[src/rtl/bcd_scan_decoder_if.sv]
// Bus between the BCD arithmetic path (master) and the scan decoder (slave).
interface bcd_scan_decoder_if #(
  parameter int unsigned NUM_DIGITS = 4,
  parameter int unsigned ERR_CNT_W  = 8
) ();

  localparam int unsigned BCD_W = 4 * NUM_DIGITS;

  logic                  load;
  logic [BCD_W-1:0]      bcd_in;
  logic                  err_clr;
  logic [9:0]            y;
  logic [NUM_DIGITS-1:0] dig_sel;
  logic                  invalid;
  logic                  frame_done;
  logic [ERR_CNT_W-1:0]  err_cnt;

  // Producer of BCD words, consumer of the scanned display outputs.
  modport master (
    output load, bcd_in, err_clr,
    input  y, dig_sel, invalid, frame_done, err_cnt
  );

  // The scan decoder itself.
  modport slave (
    input  load, bcd_in, err_clr,
    output y, dig_sel, invalid, frame_done, err_cnt
  );

endinterface

[src/rtl/bcd_scan_decoder.sv]
// Time-multiplexed BCD-to-decimal decoder: scans one digit of a held BCD word at a
// time, each for SCAN_DIV cycles, with one-hot decimal and digit-select outputs.
// Non-BCD codes blank the output, raise invalid and bump a saturating error counter.
module bcd_scan_decoder #(
  parameter int unsigned NUM_DIGITS = 4,
  parameter int unsigned SCAN_DIV   = 4,
  parameter int unsigned ERR_CNT_W  = 8
) (
  input  logic              clk,
  input  logic              rst,
  bcd_scan_decoder_if.slave bus
);

  localparam int unsigned BCD_W = 4 * NUM_DIGITS;
  localparam int unsigned DIG_W = (NUM_DIGITS > 1) ? $clog2(NUM_DIGITS) : 1;
  localparam int unsigned DIV_W = (SCAN_DIV > 1) ? $clog2(SCAN_DIV) : 1;
  localparam int unsigned SH_W  = DIG_W + 2;

  localparam logic [DIG_W-1:0] LAST_DIG = DIG_W'(NUM_DIGITS - 1);
  localparam logic [DIV_W-1:0] LAST_DIV = DIV_W'(SCAN_DIV - 1);

  typedef enum logic {
    IDLE,
    SCAN
  } state_e;

  state_e                state_q, state_d;
  logic [DIG_W-1:0]      digit_q, digit_d;
  logic [DIV_W-1:0]      div_q, div_d;
  logic [BCD_W-1:0]      active_q, active_d;
  logic [BCD_W-1:0]      shadow_q, shadow_d;
  logic                  pending_q, pending_d;
  logic [9:0]            y_q, y_d;
  logic [NUM_DIGITS-1:0] dig_sel_q, dig_sel_d;
  logic                  invalid_q, invalid_d;
  logic                  frame_done_q, frame_done_d;
  logic [ERR_CNT_W-1:0]  err_cnt_q, err_cnt_d;

  logic                  frame_end_c;
  logic [3:0]            cur_digit_c;

  // One-hot decimal decode; non-BCD codes decode to all zeros.
  function automatic logic [9:0] decode(input logic [3:0] d);
    logic [9:0] r;
    r = '0;
    if (d <= 4'd9) begin
      r = 10'b1 << d;
    end
    return r;
  endfunction

  // State register and all registered outputs; synchronous reset has priority.
  always_ff @(posedge clk) begin
    if (rst) begin
      state_q      <= IDLE;
      digit_q      <= '0;
      div_q        <= '0;
      active_q     <= '0;
      shadow_q     <= '0;
      pending_q    <= 1'b0;
      y_q          <= '0;
      dig_sel_q    <= '0;
      invalid_q    <= 1'b0;
      frame_done_q <= 1'b0;
      err_cnt_q    <= '0;
    end else begin
      state_q      <= state_d;
      digit_q      <= digit_d;
      div_q        <= div_d;
      active_q     <= active_d;
      shadow_q     <= shadow_d;
      pending_q    <= pending_d;
      y_q          <= y_d;
      dig_sel_q    <= dig_sel_d;
      invalid_q    <= invalid_d;
      frame_done_q <= frame_done_d;
      err_cnt_q    <= err_cnt_d;
    end
  end

  // Next-state: scan counters, frame-aligned word swap, error counter, and the
  // outputs decoded from the next state so they line up with it when registered.
  always_comb begin
    state_d      = state_q;
    digit_d      = digit_q;
    div_d        = div_q;
    active_d     = active_q;
    shadow_d     = shadow_q;
    pending_d    = pending_q;
    err_cnt_d    = err_cnt_q;
    y_d          = '0;
    dig_sel_d    = '0;
    invalid_d    = 1'b0;
    frame_done_d = 1'b0;
    cur_digit_c  = '0;

    frame_end_c = (state_q == SCAN) && (digit_q == LAST_DIG) && (div_q == LAST_DIV);

    case (state_q)
      IDLE: begin
        if (bus.load) begin
          state_d   = SCAN;
          active_d  = bus.bcd_in;
          digit_d   = '0;
          div_d     = '0;
          pending_d = 1'b0;
        end
      end
      SCAN: begin
        if (div_q == LAST_DIV) begin
          div_d   = '0;
          digit_d = (digit_q == LAST_DIG) ? '0 : DIG_W'(digit_q + DIG_W'(1));
        end else begin
          div_d = DIV_W'(div_q + DIV_W'(1));
        end

        // Words only change at the frame wrap so a frame is never torn.
        if (frame_end_c) begin
          if (bus.load) begin
            active_d = bus.bcd_in;
          end else if (pending_q) begin
            active_d = shadow_q;
          end
          pending_d = 1'b0;
        end else if (bus.load) begin
          shadow_d  = bus.bcd_in;
          pending_d = 1'b1;
        end

        // Count each invalid slot once, in its first cycle, without wrapping.
        if (invalid_q && (div_q == '0) && (err_cnt_q != '1)) begin
          err_cnt_d = ERR_CNT_W'(err_cnt_q + ERR_CNT_W'(1));
        end
      end
      default: begin
        state_d = IDLE;
      end
    endcase

    if (bus.err_clr) begin
      err_cnt_d = '0;
    end

    if (state_d == SCAN) begin
      cur_digit_c  = 4'(active_d >> {digit_d, 2'b00});
      y_d          = decode(cur_digit_c);
      invalid_d    = (cur_digit_c > 4'd9);
      dig_sel_d    = NUM_DIGITS'(1) << digit_d;
      frame_done_d = (digit_d == LAST_DIG) && (div_d == LAST_DIV);
    end
  end

  assign bus.y          = y_q;
  assign bus.dig_sel    = dig_sel_q;
  assign bus.invalid    = invalid_q;
  assign bus.frame_done = frame_done_q;
  assign bus.err_cnt    = err_cnt_q;

endmodule
[src/flat_wrapper.sv]
// flat-port wrapper written by rule: the top's interface ports become plain ports
module bcd_scan_decoder_flat 
#(
  parameter int unsigned NUM_DIGITS = 4,
  parameter int unsigned SCAN_DIV   = 4,
  parameter int unsigned ERR_CNT_W  = 8
)
  (clk, rst, bus_load, bus_bcd_in, bus_err_clr, bus_y, bus_dig_sel, bus_invalid, bus_frame_done, bus_err_cnt);
  bcd_scan_decoder_if #(.NUM_DIGITS(NUM_DIGITS), .ERR_CNT_W(ERR_CNT_W)) bus_i ();
  input  logic clk;
  input  logic rst;
  input wire logic [$bits(bus_i.load)-1:0] bus_load;
  input wire logic [$bits(bus_i.bcd_in)-1:0] bus_bcd_in;
  input wire logic [$bits(bus_i.err_clr)-1:0] bus_err_clr;
  output wire logic [$bits(bus_i.y)-1:0] bus_y;
  output wire logic [$bits(bus_i.dig_sel)-1:0] bus_dig_sel;
  output wire logic [$bits(bus_i.invalid)-1:0] bus_invalid;
  output wire logic [$bits(bus_i.frame_done)-1:0] bus_frame_done;
  output wire logic [$bits(bus_i.err_cnt)-1:0] bus_err_cnt;
  assign bus_i.load = bus_load;
  assign bus_i.bcd_in = bus_bcd_in;
  assign bus_i.err_clr = bus_err_clr;
  assign bus_y = bus_i.y;
  assign bus_dig_sel = bus_i.dig_sel;
  assign bus_invalid = bus_i.invalid;
  assign bus_frame_done = bus_i.frame_done;
  assign bus_err_cnt = bus_i.err_cnt;
  bcd_scan_decoder #(.NUM_DIGITS(NUM_DIGITS), .SCAN_DIV(SCAN_DIV), .ERR_CNT_W(ERR_CNT_W)) u_core (.clk(clk), .rst(rst), .bus(bus_i));
endmodule
[config.mk]
export PLATFORM = sky130hd
export DESIGN_NAME = bcd_scan_decoder_flat
export DESIGN_NICKNAME = d
export VERILOG_FILES = /design/src/rtl/bcd_scan_decoder_if.sv /design/src/rtl/bcd_scan_decoder.sv /design/src/flat_wrapper.sv
export SDC_FILE = /design/constraint.sdc
export NUM_CORES = 1
export LEC_CHECK = 0
export ABC_AREA = 1
export CAP_MARGIN = 20
export CORE_ASPECT_RATIO = 1.75
export CORE_MARGIN = 1.5
export CORE_UTILIZATION = 40
export DETAILED_ROUTE_END_ITERATION = 16
export HOLD_SLACK_MARGIN = 0.15
export PLACE_DENSITY = 0.72
export SYNTH_ARGS = -nofsm -noshare
export SYNTH_HDL_FRONTEND = slang
export SYNTH_SLANG_ARGS = --single-unit
[constraint.sdc]
create_clock -name clk -period 1.75 [get_ports clk]
set_input_delay 0.175 -clock clk [delete_from_list [all_inputs] [get_ports clk]]
set_output_delay 0.175 -clock clk [all_outputs]
set_load 0.05 [all_outputs]
==> flow_summary.yaml <==
status:
  outcome: "complete, no violations"
worst_setup_path:
  cp.arrival_ps: 2000
  cp_num_buf_inv: 2
  end_kind: "flip-flop"
  crit_fanout: 5
  worstSetupStartpointType: "flip-flop"
  worstSetupPathType: "reg -> reg"
  rrSetupSlack_ps: 20
  cpPeakStageDelay_ps: 350
  cp.required_ps: 2020
  worst_path_max_delay_cell: "dfxtp_2"
  crit_path_cell_trace: "ha_4, nand2_4, nor2_4, buf_6, nand4_1, nand3_2, nand2_2, nand3_2, nand2_4, inv_2, nand3_4, nor2_1"
  crit_family: "simple AND/OR/NAND/NOR gates"
run:
  max-cap-violations: 0
clock_tree:
  worst_setup_hold_path_clk_slew_ps: 50
  cts_root_buf: "clkbuf_16"
  clkLatencyLatePin_ps: 330
  clk_path_buf_depth: 2
  clock-sinks: 62
  cts_tree: "yes"
  cts_made_buffers: 9
  htreeDepth: 3
power_and_ir_drop:
  p_clk_share_pct: 46.3
  netSwitchingPower_mw: 0.9164
  power.leakage_nw: 1.987
  irDropWorstVdd_v: 0.0004869
  power_frac_seq_pct: 39.9
  power_density_nw_per_um2: 874.7
  power.total_mw: 3.754
  power_frac_comb_pct: 13.8
  swShare_pct: 24.41
  internal_power_mw: 2.837
die:
  pin_count: 44
  die_width_um: 67.94
  die_h_um: 116.6
  coreArea_sq_um: 7182
  fp-row-count: 41
  dieArea_sq_um: 7924
  initial_utilization_pct: 41.10
logic_synthesis:
  syn_inst: 419
  synth_top_family_by_area: "simple AND/OR/NAND/NOR gates"
  syn_area_per_cell_sq_um: 7.044
  ys_ff_latch: 62
  synth.distinct_cells: 31
  synth_area_leader_cell: "dfxtp_1"
  synthAdderAreaFrac_pct: 1.696
  synthSimpleGateAreaFrac_pct: 38.49
  synth_area_leaders: "dfxtp_1 (42%), nand2_1 (15%), nand3_1 (9.2%), inv_1 (5.3%), nor2_1 (4.3%)"
  synth-seq-area-share_pct: 42.05
  synth-compound-area-share_pct: 7.673
  netlist_area_sq_um: 2952
  netlist.area_leader.share_pct: 42.05
  synthXorXnorAreaFrac_pct: 0.2967
  muxShareOfSynthArea_pct: 0
  ys_warn_count: 0
  synth_nets: 443
grt:
  use_met1_pct: 21.89
  grt_antenna_before_repair: 0
  grt_max_degree: 28
  grt-busiest-layer: "met2"
  gr-usage-met2_pct: 38.51
  grtUsageMet3_pct: 5.395
  first_global_vias: 2939
  gr-total-overflow: 0
  grtUsageTotal_pct: 21.87
  grt_pass1_wl_um: 12890
route:
  avgViaCountPerCell: 5.219
  ant_nets: 0
  wire_per_inst_um: 14.53
  drtIter0Drc: 167
  num_vias: 3048
  totalWireLength_um: 8484
  drtPass1Iterations: 5
  drc_errors: 0
placed_design:
  dpl.hpwl_um: 5680
  portBuffers: 43
  place_area_sq_um: 3665
  place.gp.congestion: 0.8834
timing:
  whs_ps: 463.7
  maxSlewViolCount: 0
  final-setup-viol-count: 0
  fin_crit_sh_pct: 99.14
  fin_crit_ps: 1735
  tightest_slew_ps: 509.5
  max_freq_ghz: 0.5764
  relSlewSlack_pct: 65.93
  fin_skew_ps: 5.846
  rsz0062_at_grt: "yes"
  final_hold_viol_count: 0
final_layout:
  layout-drive-gt1-share_pct: 24.90
  areaGrowthSynthToFinish_pct: 45.40
  final_area_sq_um: 4292
  diodes: 0
  finalNetCount: 519
hold_path:
  hp-class: "reg -> reg"
[cell usage in the layout, fill, tap and decap left out, types with 7 or more instances in the layout]
cell | netlist | final
nand4_1 | 13 | 13
nand2_2 | 5 | 15
a211oi_1 | 8 | 8
dfxtp_1 | 62 | 58
clkdlybuf4s50_1 | 0 | 40
nand2_4 | 3 | 7
nand3_2 | 4 | 20
nor2_1 | 34 | 30
a21oi_1 | 19 | 19
clkbuf_16 | 0 | 10
o21ai_0 | 7 | 7
inv_1 | 42 | 42
buf_4 | 1 | 35
nand3_1 | 54 | 33
nand2_1 | 118 | 104
[kinds of logic after synthesis]
| kind of cell | Yosys count |
|---|---|
| compound gates | 39 |
| xor+xnor | 1 |
| fa+ha+maj | 4 |
| buf+inv | 68 |
| flops | 62 |
| simple gates | 245 |
[registers in the layout, summed over array words and instances, names as in the netlist]
register / count
u_core.bus.invalid: 1
u_core.bus.y: 10
u_core.div_q: 2
u_core.bus.err_cnt: 8
u_core.shadow_q: 16
u_core.pending_q: 1
u_core.active_q: 16
u_core.bus.dig_sel: 4
u_core.state_q: 1
u_core.digit_q: 2
u_core.bus.frame_done: 1
[cells in the mapped netlist (all sizes together)]
cell    instances
nand3b          2
o21ai           8
nor3            6
a22oi           1
and3            1
dfxtp          62
inv            49
clkbuf          9
buf            10
o21bai          1
nor3b           1
a21oi          20
ha              4
nor2           38
o211ai          1
xor2            1
nand4          13
nand3          58
a211oi          8
nand2         126
[layer usage]
layer,vias up,share of wire [%]
li1,1502,-
met1,1403,36
met2,113,54
met3,30,5.6
met4,0,3.7
met5,-,0
[stage by stage]
stage / instances / setup TNS, ps / worst slack, ps / util (%)
floorplan: 419 / 0 / 4.764 / -
global placement: 563 / -476.8 / -71.78 / 51.03
detailed placement: 563 / -1013 / -108.4 / 51.03
CTS: 579 / 0 / 13.08 / 55.84
global route: 584 / -677.8 / -85.01 / 59.76
finish: 584 / 0 / 15.05 / 59.76
[worst reg2reg max path: cells and delay by family, from the launching register on]
| family | cells | cell delay (ps) |
|---|---|---|
| buf+inv | 2 | 210 |
| fa+ha+maj | 1 | 170 |
| flops | 1 | 350 |
| simple gates | 9 | 940 |
[power groups by stage]
stage,logic [mW],clock network (mW),registers (mW)
2_1_floorplan,0.246,0,1.55
3_3_place_gp,0.446,0,1.52
3_5_place_dp,0.454,0,1.52
4_1_cts,0.462,1.77,1.49
5_1_grt,0.568,1.83,1.50
6_report,0.520,1.74,1.50
[path summary, 6_finish.rpt]
| path | startpoint | endpoint | cells after the start |
|---|---|---|---|
| min | u_core.shadow_q[5] | u_core.shadow_q[5] | 2 |
| min reg2reg | u_core.shadow_q[5] | u_core.shadow_q[5] | 2 |
| max | u_core.div_q[0] | u_core.bus.y[7] | 12 |
| max reg2reg | u_core.div_q[0] | u_core.bus.y[7] | 12 |
[area by class of cell]
cell class | instances | area [sq um]
fillers | 633 | 2890
multi-input cells | 289 | 1659
flip-flops and latches | 62 | 1246
repair buffers | 84 | 799.5
clock buffers | 13 | 260.3
inverters | 49 | 188.9
well taps | 86 | 107.6
clock inverters | 1 | 30.03
[timing repair]
| item | 4_1_cts | 5_1_grt |
|---|---|---|
| pin swaps | 4 | 25 |
| gates cloned | 0 | 1 |
| buffers inserted | 2 | 4 |
| endpoints found under the setup margin | 11 | 21 |
| resized for setup | 11 | 54 |
| endpoints found under the hold margin | 0 | 0 |
| hold buffers | 0 | 0 |
No activity file was read; power rests on OpenSTA's default activity.
